--- src/rtl/alu_share_arbiter.sv ---
// Round-robin arbiter sharing one combinational ALU among NUM_REQ requesters.
// Registered ALU operands; the captured result returns on a valid/ready channel tagged with the requester id.
module alu_share_arbiter #(
   parameter int NUM_REQ = 4,
   parameter int DATA_W  = 32,
   localparam int ID_W   = $clog2(NUM_REQ)
) (
   input  logic                      clk,
   input  logic                      rst_n,
   input  logic [NUM_REQ-1:0]        req_valid,
   output logic [NUM_REQ-1:0]        req_ready,
   input  logic [NUM_REQ*DATA_W-1:0] req_a,
   input  logic [NUM_REQ*DATA_W-1:0] req_b,
   input  logic [NUM_REQ*4-1:0]      req_op,
   output logic [DATA_W-1:0]         alu_a,
   output logic [DATA_W-1:0]         alu_b,
   output logic [3:0]                alu_op,
   input  logic [DATA_W-1:0]         alu_result,
   input  logic                      alu_zero,
   output logic                      rsp_valid,
   input  logic                      rsp_ready,
   output logic [ID_W-1:0]           rsp_id,
   output logic [DATA_W-1:0]         rsp_result,
   output logic                      rsp_zero,
   output logic                      rsp_err,
   output logic                      busy
);

   typedef enum logic [1:0] {S_IDLE, S_EXEC, S_RESP} state_t;

   state_t              state_q, state_d;
   logic [ID_W-1:0]     last_grant_q, last_grant_d;
   logic [DATA_W-1:0]   alu_a_q, alu_a_d;
   logic [DATA_W-1:0]   alu_b_q, alu_b_d;
   logic [3:0]          alu_op_q, alu_op_d;
   logic [ID_W-1:0]     rsp_id_q, rsp_id_d;
   logic [DATA_W-1:0]   rsp_result_q, rsp_result_d;
   logic                rsp_zero_q, rsp_zero_d;
   logic                rsp_err_q, rsp_err_d;

   logic                grant_found;
   logic [ID_W-1:0]     grant_id;
   logic [ID_W-1:0]     cand;

   // Scan from farthest to nearest so the requester right after last_grant wins.
   always_comb begin
      grant_found = 1'b0;
      grant_id    = '0;
      cand        = '0;
      for (int k = NUM_REQ; k >= 1; k--) begin
         cand = ID_W'((int'(last_grant_q) + k) % NUM_REQ);
         if (req_valid[cand]) begin
            grant_found = 1'b1;
            grant_id    = cand;
         end
      end
   end

   // NOTE: every signal written here gets a default first, so no path can infer a latch.
   always_comb begin
      state_d      = state_q;
      last_grant_d = last_grant_q;
      alu_a_d      = alu_a_q;
      alu_b_d      = alu_b_q;
      alu_op_d     = alu_op_q;
      rsp_id_d     = rsp_id_q;
      rsp_result_d = rsp_result_q;
      rsp_zero_d   = rsp_zero_q;
      rsp_err_d    = rsp_err_q;
      req_ready    = '0;
      case (state_q)
         S_IDLE: begin
            if (grant_found) begin
               // Qualified by rst_n so no handshake is reported while reset is held.
               req_ready[grant_id] = rst_n;
               alu_a_d      = req_a[int'(grant_id)*DATA_W +: DATA_W];
               alu_b_d      = req_b[int'(grant_id)*DATA_W +: DATA_W];
               alu_op_d     = req_op[int'(grant_id)*4 +: 4];
               last_grant_d = grant_id;
               state_d      = S_EXEC;
            end
         end
         S_EXEC: begin
            rsp_result_d = alu_result;
            rsp_zero_d   = alu_zero;
            rsp_err_d    = (alu_op_q > 4'b1001);
            rsp_id_d     = last_grant_q;
            state_d      = S_RESP;
         end
         S_RESP: begin
            if (rsp_ready) state_d = S_IDLE;
         end
         default: state_d = S_IDLE;
      endcase
   end

   // NOTE: non-blocking assignments keep every flop sampling pre-edge values.
   always_ff @(posedge clk or negedge rst_n) begin
      if (!rst_n) begin
         state_q      <= S_IDLE;
         last_grant_q <= ID_W'(NUM_REQ - 1);
         alu_a_q      <= '0;
         alu_b_q      <= '0;
         alu_op_q     <= '0;
         rsp_id_q     <= '0;
         rsp_result_q <= '0;
         rsp_zero_q   <= 1'b0;
         rsp_err_q    <= 1'b0;
      end else begin
         state_q      <= state_d;
         last_grant_q <= last_grant_d;
         alu_a_q      <= alu_a_d;
         alu_b_q      <= alu_b_d;
         alu_op_q     <= alu_op_d;
         rsp_id_q     <= rsp_id_d;
         rsp_result_q <= rsp_result_d;
         rsp_zero_q   <= rsp_zero_d;
         rsp_err_q    <= rsp_err_d;
      end
   end

   assign alu_a      = alu_a_q;
   assign alu_b      = alu_b_q;
   assign alu_op     = alu_op_q;
   assign rsp_valid  = (state_q == S_RESP);
   assign rsp_id     = rsp_id_q;
   assign rsp_result = rsp_result_q;
   assign rsp_zero   = rsp_zero_q;
   assign rsp_err    = rsp_err_q;
   assign busy       = (state_q != S_IDLE);

endmodule

--- config.mk ---
export PLATFORM = sky130hd
export DESIGN_NAME = alu_share_arbiter
export DESIGN_NICKNAME = d
export VERILOG_FILES = /design/src/rtl/alu_share_arbiter.sv
export SDC_FILE = /design/constraint.sdc
export NUM_CORES = 1
export LEC_CHECK = 0
export ABC_AREA = 1
export CAP_MARGIN = 0
export CELL_PAD_IN_SITES_DETAIL_PLACEMENT = 1
export CELL_PAD_IN_SITES_GLOBAL_PLACEMENT = 1
export CORE_AREA = 2 2 163 165
export CTS_CLUSTER_SIZE = 10
export DETAILED_ROUTE_END_ITERATION = 10
export DIE_AREA = 0 0 165 167
export DONT_BUFFER_PORTS = 1
export GPL_TIMING_DRIVEN = 0
export PLACE_DENSITY = 0.62
export SETUP_SLACK_MARGIN = 0.1
export SLEW_MARGIN = 20
export SYNTH_ARGS = -nofsm -noshare
export SYNTH_HDL_FRONTEND = slang
export SYNTH_SLANG_ARGS = --single-unit
--- constraint.sdc ---
create_clock -name clk -period 2.6 [get_ports clk]
set_input_delay 0.52 -clock clk [delete_from_list [all_inputs] [get_ports clk]]
set_output_delay 0.52 -clock clk [all_outputs]
set_load 0.1 [all_outputs]
# [After elaboration in Yosys (flattened, before gate mapping)]
# Cells that the tools add are included.
[totals] mem_bits_ro=0 mem_bits_rw=0 mem_count=0 out_inout_bits=110 reg_bits=108 latchBits=0
[classes] addsub=4 bitwise_logic=1 n_lt_le_gt_ge=7 multipliers=0 n_shift=3 reduce_logical=5 n_div=0 mux=23 eq_ne=4
[ops] cell="128-bit by 8-bit indexed part select with 32-bit output" count=2
[ops] cell="16-bit by 5-bit indexed part select with 4-bit output" count=1
[ops] cell="2-bit by 3-bit < comparator with 1-bit output (second input constant)" count=5
[ops] cell="2-bit 2-to-1 mux" count=6
[ops] cell="1-bit 2-to-1 mux" count=9
[ops] cell="1-bit binary-select mux with 2-bit select" count=4
[ops] cell="4-bit 2-to-1 mux" count=2
[ops] cell="2-bit one-hot mux with 3 select lines" count=1
[ops] cell="2-bit by 1-bit adder with 2-bit output (second input constant)" count=2
[ops] cell="2-bit adder (second input constant)" count=2
[ops] cell="4-bit AND" count=1
[ops] cell="4-bit greater-than comparator (second input constant)" count=1
[ops] cell="2-bit AND reduction" count=2
[ops] cell="1-bit demux with 2-bit select" count=1
[ops] cell="2-bit by 1-bit equality test with 1-bit output (second input constant)" count=1
[ops] cell="2-bit equality test (second input constant)" count=1
[ops] cell="2-bit by 1-bit >= comparator with 1-bit output (second input constant)" count=1
[ops] cell="2-bit zero test" count=1
[ops] cell="2-bit by 1-bit != test with 1-bit output (second input constant)" count=1
[ops] cell="2-bit != test (second input constant)" count=1
[ops] cell="2-bit nonzero test" count=1
[ops] cell="1-bit logical AND" count=1

# [Depth between registers and ports, before layout]
[depth] ltp_word=14 ltp_mapped=15 depth_no_buf=13

# [Worst setup path after synthesis]
# No wires, ideal clock.
[synth_path] kind="register to output" startpoint="reg last_grant_q[0]" endpoint="out req_ready[2]" required_time_ns=2.080 arrival_time_ns=3.685 n_path_buf=2 slack_ns=-1.605 path_stages_with_launch=13 cell_sequence="dfstp_2 buf_4 nand2_1 o21ai_2 nand2_1 nand2_1 inv_2 nand4_2 nand2_4 inv_2 buf_4 nand2_1 nor3b_1"
[synth_between] elab_chain_cells=14 word_cells_on_any_way=28
[synth_lines] element="start, declared" line="32" rtl="logic [ID_W-1:0] last_grant_q, last_grant_d;"
[synth_lines] element="start signal, assigned" line="101" rtl="last_grant_q <= ID_W'(NUM_REQ - 1);"
[synth_lines] element="start signal, assigned" line="111" rtl="last_grant_q <= last_grant_d;"
[synth_lines] element="2-bit by 1-bit adder with 2-bit output" line="51" rtl="cand = ID_W'((int'(last_grant_q) + k) % NUM_REQ);"
[synth_lines] element="1-bit binary-select mux with 2-bit select" line="52" rtl="if (req_valid[cand]) begin"
[synth_lines] element="1-bit 2-to-1 mux (not written as such)" line="52"
[synth_lines] element="2-bit 2-to-1 mux (4 in a row)" line="52"
[synth_lines] element="2-bit by 3-bit < comparator with 1-bit output (not written as such) or 2-bit by 1-bit >= comparator with 1-bit output (tied branches)" line="75" rtl="req_ready[grant_id] = rst_n;"
[synth_lines] element="1-bit logical AND (not written as such)" line="75"
[synth_lines] element="1-bit 2-to-1 mux (not written as such)" line="75"
[synth_lines] element="1-bit demux with 2-bit select" line="75"
[synth_lines] element="4-bit AND (no source line)"
[synth_lines] element="4-bit 2-to-1 mux (*)" line="73" rtl="if (grant_found) begin"
[synth_lines] element="4-bit 2-to-1 mux (*)" line="71" rtl="case (state_q)"
[synth_lines] element="end, declared" line="11" rtl="output logic [NUM_REQ-1:0] req_ready,"
# Mark *: on every way between the ends. The rest lies on a longest branch, timed or not. The select of a mux whose other input is x is not followed.

# [Worst setup path after layout]
# Same ends and word-level chain as after synthesis.

==> reports/results.tsv <==
stage	metric	value	unit
critical_path	arrival	2.79	ns
cts	cts_buffer_depth	2	
placement	port_buffers	0	
timing	holdWs	-0.157	ns
critical_path	cp.required	2.08	ns
routing	via_per_inst	5.10	
cts	cts_tree	done	
placement	pre_cts_ws	-0.635	ns
cts	numCtsBuffers	9	
timing	fin_skew	0.0120	ns
min_path	holdCritPathClass	input port to asynchronous set/reset pin	
timing	maxSlewHeadroom	26.2	%
synthesis	synth_cell_types	25	
routing	ant_nets	0	
critical_path	end_kind	output port	
finish	utilization	31.8	%
die	die_y	167	um
finish	layout_common_cells	389 x nand2_1, 272 x nand3_1, 106 x dfrtp_1, 77 x inv_1, 68 x nand3b_1	
die	ios	422	
critical_path	startpoint_type	flip-flop	
global_route	grt_overflow	0	
run	cap_violations	0	
cts	cts-htree-levels	3	
routing	drc_errors	0	
synthesis	synthCells	1046	
cts	root_buffer	clkbuf_16	
outcome	outcome	complete, but fails checks	
global_route	grt_max_degree	110	
cts	numClockSinks	108	
synthesis	ys_seq_area_share	38.2	%
synthesis	synthesis.nets	1358	
global_route	antenna_found_initial	3	
timing	post-route-period-util	127	%
timing	rsz0062_at_grt	yes	
timing	max_freq	0.302	GHz
routing	firstDrtPassIters	5	
cts	clk_pin_slew	0.09	ns
timing	finalSetupViolCount	4	
die	initial_core_util	27.5	%
timing	slew_viol_final	0	
global_route	grt_pass1_vias	7452	
synthesis	syn_area_per_cell	6.77	um^2
finish	num-nets-final	1385	
critical_path	worst-path-max-fanout	5	
synthesis	netlist_area	0.00708	mm^2
routing	wirelength	31000	um
synthesis	yosysWarnings	0	
finish	fillCellCount	3265	
placement	place_congestion	0.804	
die	floorplan.rows	59	
outcome	violations	negative hold slack, negative setup slack	
die	core_area	0.0258	mm^2
finish	final_common_cell	nand2_1	
routing	dr_total_vias	7212	
die	fp.dieW	165	um
cts	clk_latency	0.36	ns
timing	worstMarginPinSlew	1.11	ns
global_route	grt_usage	22.0	%
finish	area_growth	15.7	%
timing	setup_ws	-0.712	ns
finish	drive_gt1_share	13.1	%
routing	detail_route.wl_per_cell	21.9	um
critical_path	crit_type	flip-flop to output port	
synthesis	ys_ff_latch	108	
placement	place_hpwl	23700	um
global_route	grt_pass1_wl	45500	um
timing	final.min_clock_period	3.31	ns
die	die_area	0.0276	mm^2
routing	drtIter0Drc	347	
timing	final_hold_viol_count	106	
-- synth_stat cells --
cell type | n | share of area (%)
nor3_1 | 2 | 0.14
o21ai_1 | 1 | 0.071
o21ai_0 | 5 | 0.35
nor2_1 | 4 | 0.21
inv_2 | 5 | 0.27
dfstp_2 | 2 | 0.74
o21ai_2 | 1 | 0.12
nand2_4 | 1 | 0.16
a21oi_1 | 3 | 0.21
nand3_1 | 275 | 19
nor3b_1 | 1 | 0.11
buf_4 | 16 | 1.7
nand2_1 | 407 | 22
a21boi_1 | 1 | 0.11
nand4_2 | 1 | 0.18
inv_1 | 77 | 4.1
buf_6 | 12 | 1.9
buf_1 | 3 | 0.16
clkbuf_1 | 19 | 1.0
buf_2 | 32 | 2.3
nand3_2 | 1 | 0.14
nand2_2 | 2 | 0.18
dfrtp_1 | 106 | 37
nor2_4 | 1 | 0.16
nand3b_1 | 68 | 7.2
-- logic make-up after synthesis --
group           Yosys count  share of synthesized area (%)
simple gates            763                           49.5
buf+inv                 164                           11.4
flops                   108                           38.2
compound gates           11                          0.866
-- what timing repair did --
action                                 4_1_cts  5_1_grt
endpoints found under the hold margin      106      107
setup endpoints to repair                    4       63
resized for setup                           31       28
cloned                                       1        0
buffers inserted                            11        5
pin swaps                                   17       14
-- metal layers --
| metal | GRT usage (%) | routed length [um] | vias up |
|---|---|---|---|
| li1 | - | - | 3417 |
| met1 | 27.7 | 13000 | 3486 |
| met2 | 38.0 | 15400 | 275 |
| met3 | 5.21 | 2100 | 30 |
| met4 | 4.57 | 422 | 4 |
| met5 | 0 | 30 | - |
-- critical path, stage by stage (launching register included) --
cell and delay [ns]:
dfstp_2 0.58, buf_6 0.14, nand2_2 0.05, o21ai_2 0.08, nand2_2 0.12, buf_6 0.13
nand4_4 0.11, nand2_8 0.10, inv_16 0.11, nand2_8 0.07, nor3b_4 0.91
-- stage by stage --
| stage | instances | TNS [ns] | hold WS, ns | cell area, um^2 |
|---|---|---|---|---|
| floorplan | 1046 | -0.518 | 0.224 | 7150 |
| global placement | 1381 | -2.12 | 0.227 | 7570 |
| detailed placement | 1381 | -2.18 | 0.227 | 7570 |
| CTS | 1408 | -2.48 | -0.177 | 8060 |
| global route | 1414 | -3.07 | -0.184 | 8190 |
| finish | 1414 | -2.57 | -0.157 | 8190 |
-- worst paths after layout --
path / cells after the start / to / start / slack (ns)
worst max-delay path: 10 / req_ready[2] / last_grant_q[0]$_DFFE_PN1P_ / -0.71
worst max register to register: 14 / alu_a[19]$_DFFE_PN0P_ / last_grant_q[0]$_DFFE_PN1P_ / 0.22
worst min register to register: 2 / state_q[1]$_DFFE_PN0P_ / state_q[1]$_DFFE_PN0P_ / 0.52
min in group clk: 2 / rsp_result[10]$_DFFE_PN0N_ / alu_result[10] / 0.26
max in group asynchronous: 0 / last_grant_q[1]$_DFFE_PN1P_ / rst_n / 2.52
worst min-delay path: 0 / alu_b[9]$_DFFE_PN0P_ / rst_n / -0.16
-- registers in the layout, summed over array words and instances (netlist names) --
signal	count
last_grant_q	2
state_q	2
rsp_id	2
rsp_err	1
rsp_zero	1
rsp_result	32
alu_a	32
alu_b	32
alu_op	4
-- cell type report --
class / instances / area, um^2 / area share (%)
Clock buffer: 9 / 225 / 2.75
Sequential cell: 108 / 2710 / 33.0
Inverter: 82 / 329 / 4.02
Buffer: 81 / 547 / 6.68
Antenna cell: 1 / 2.50 / 0.0306
Tap cell: 335 / 419 / 5.12
Timing Repair Buffer: 17 / 155 / 1.89
Multi-Input combinational cell: 774 / 3720 / 45.5
Clock inverter: 7 / 82.6 / 1.01
Power is not shown: default switching activity piles up to over one toggle a cycle in this logic, so the estimate is an artifact.
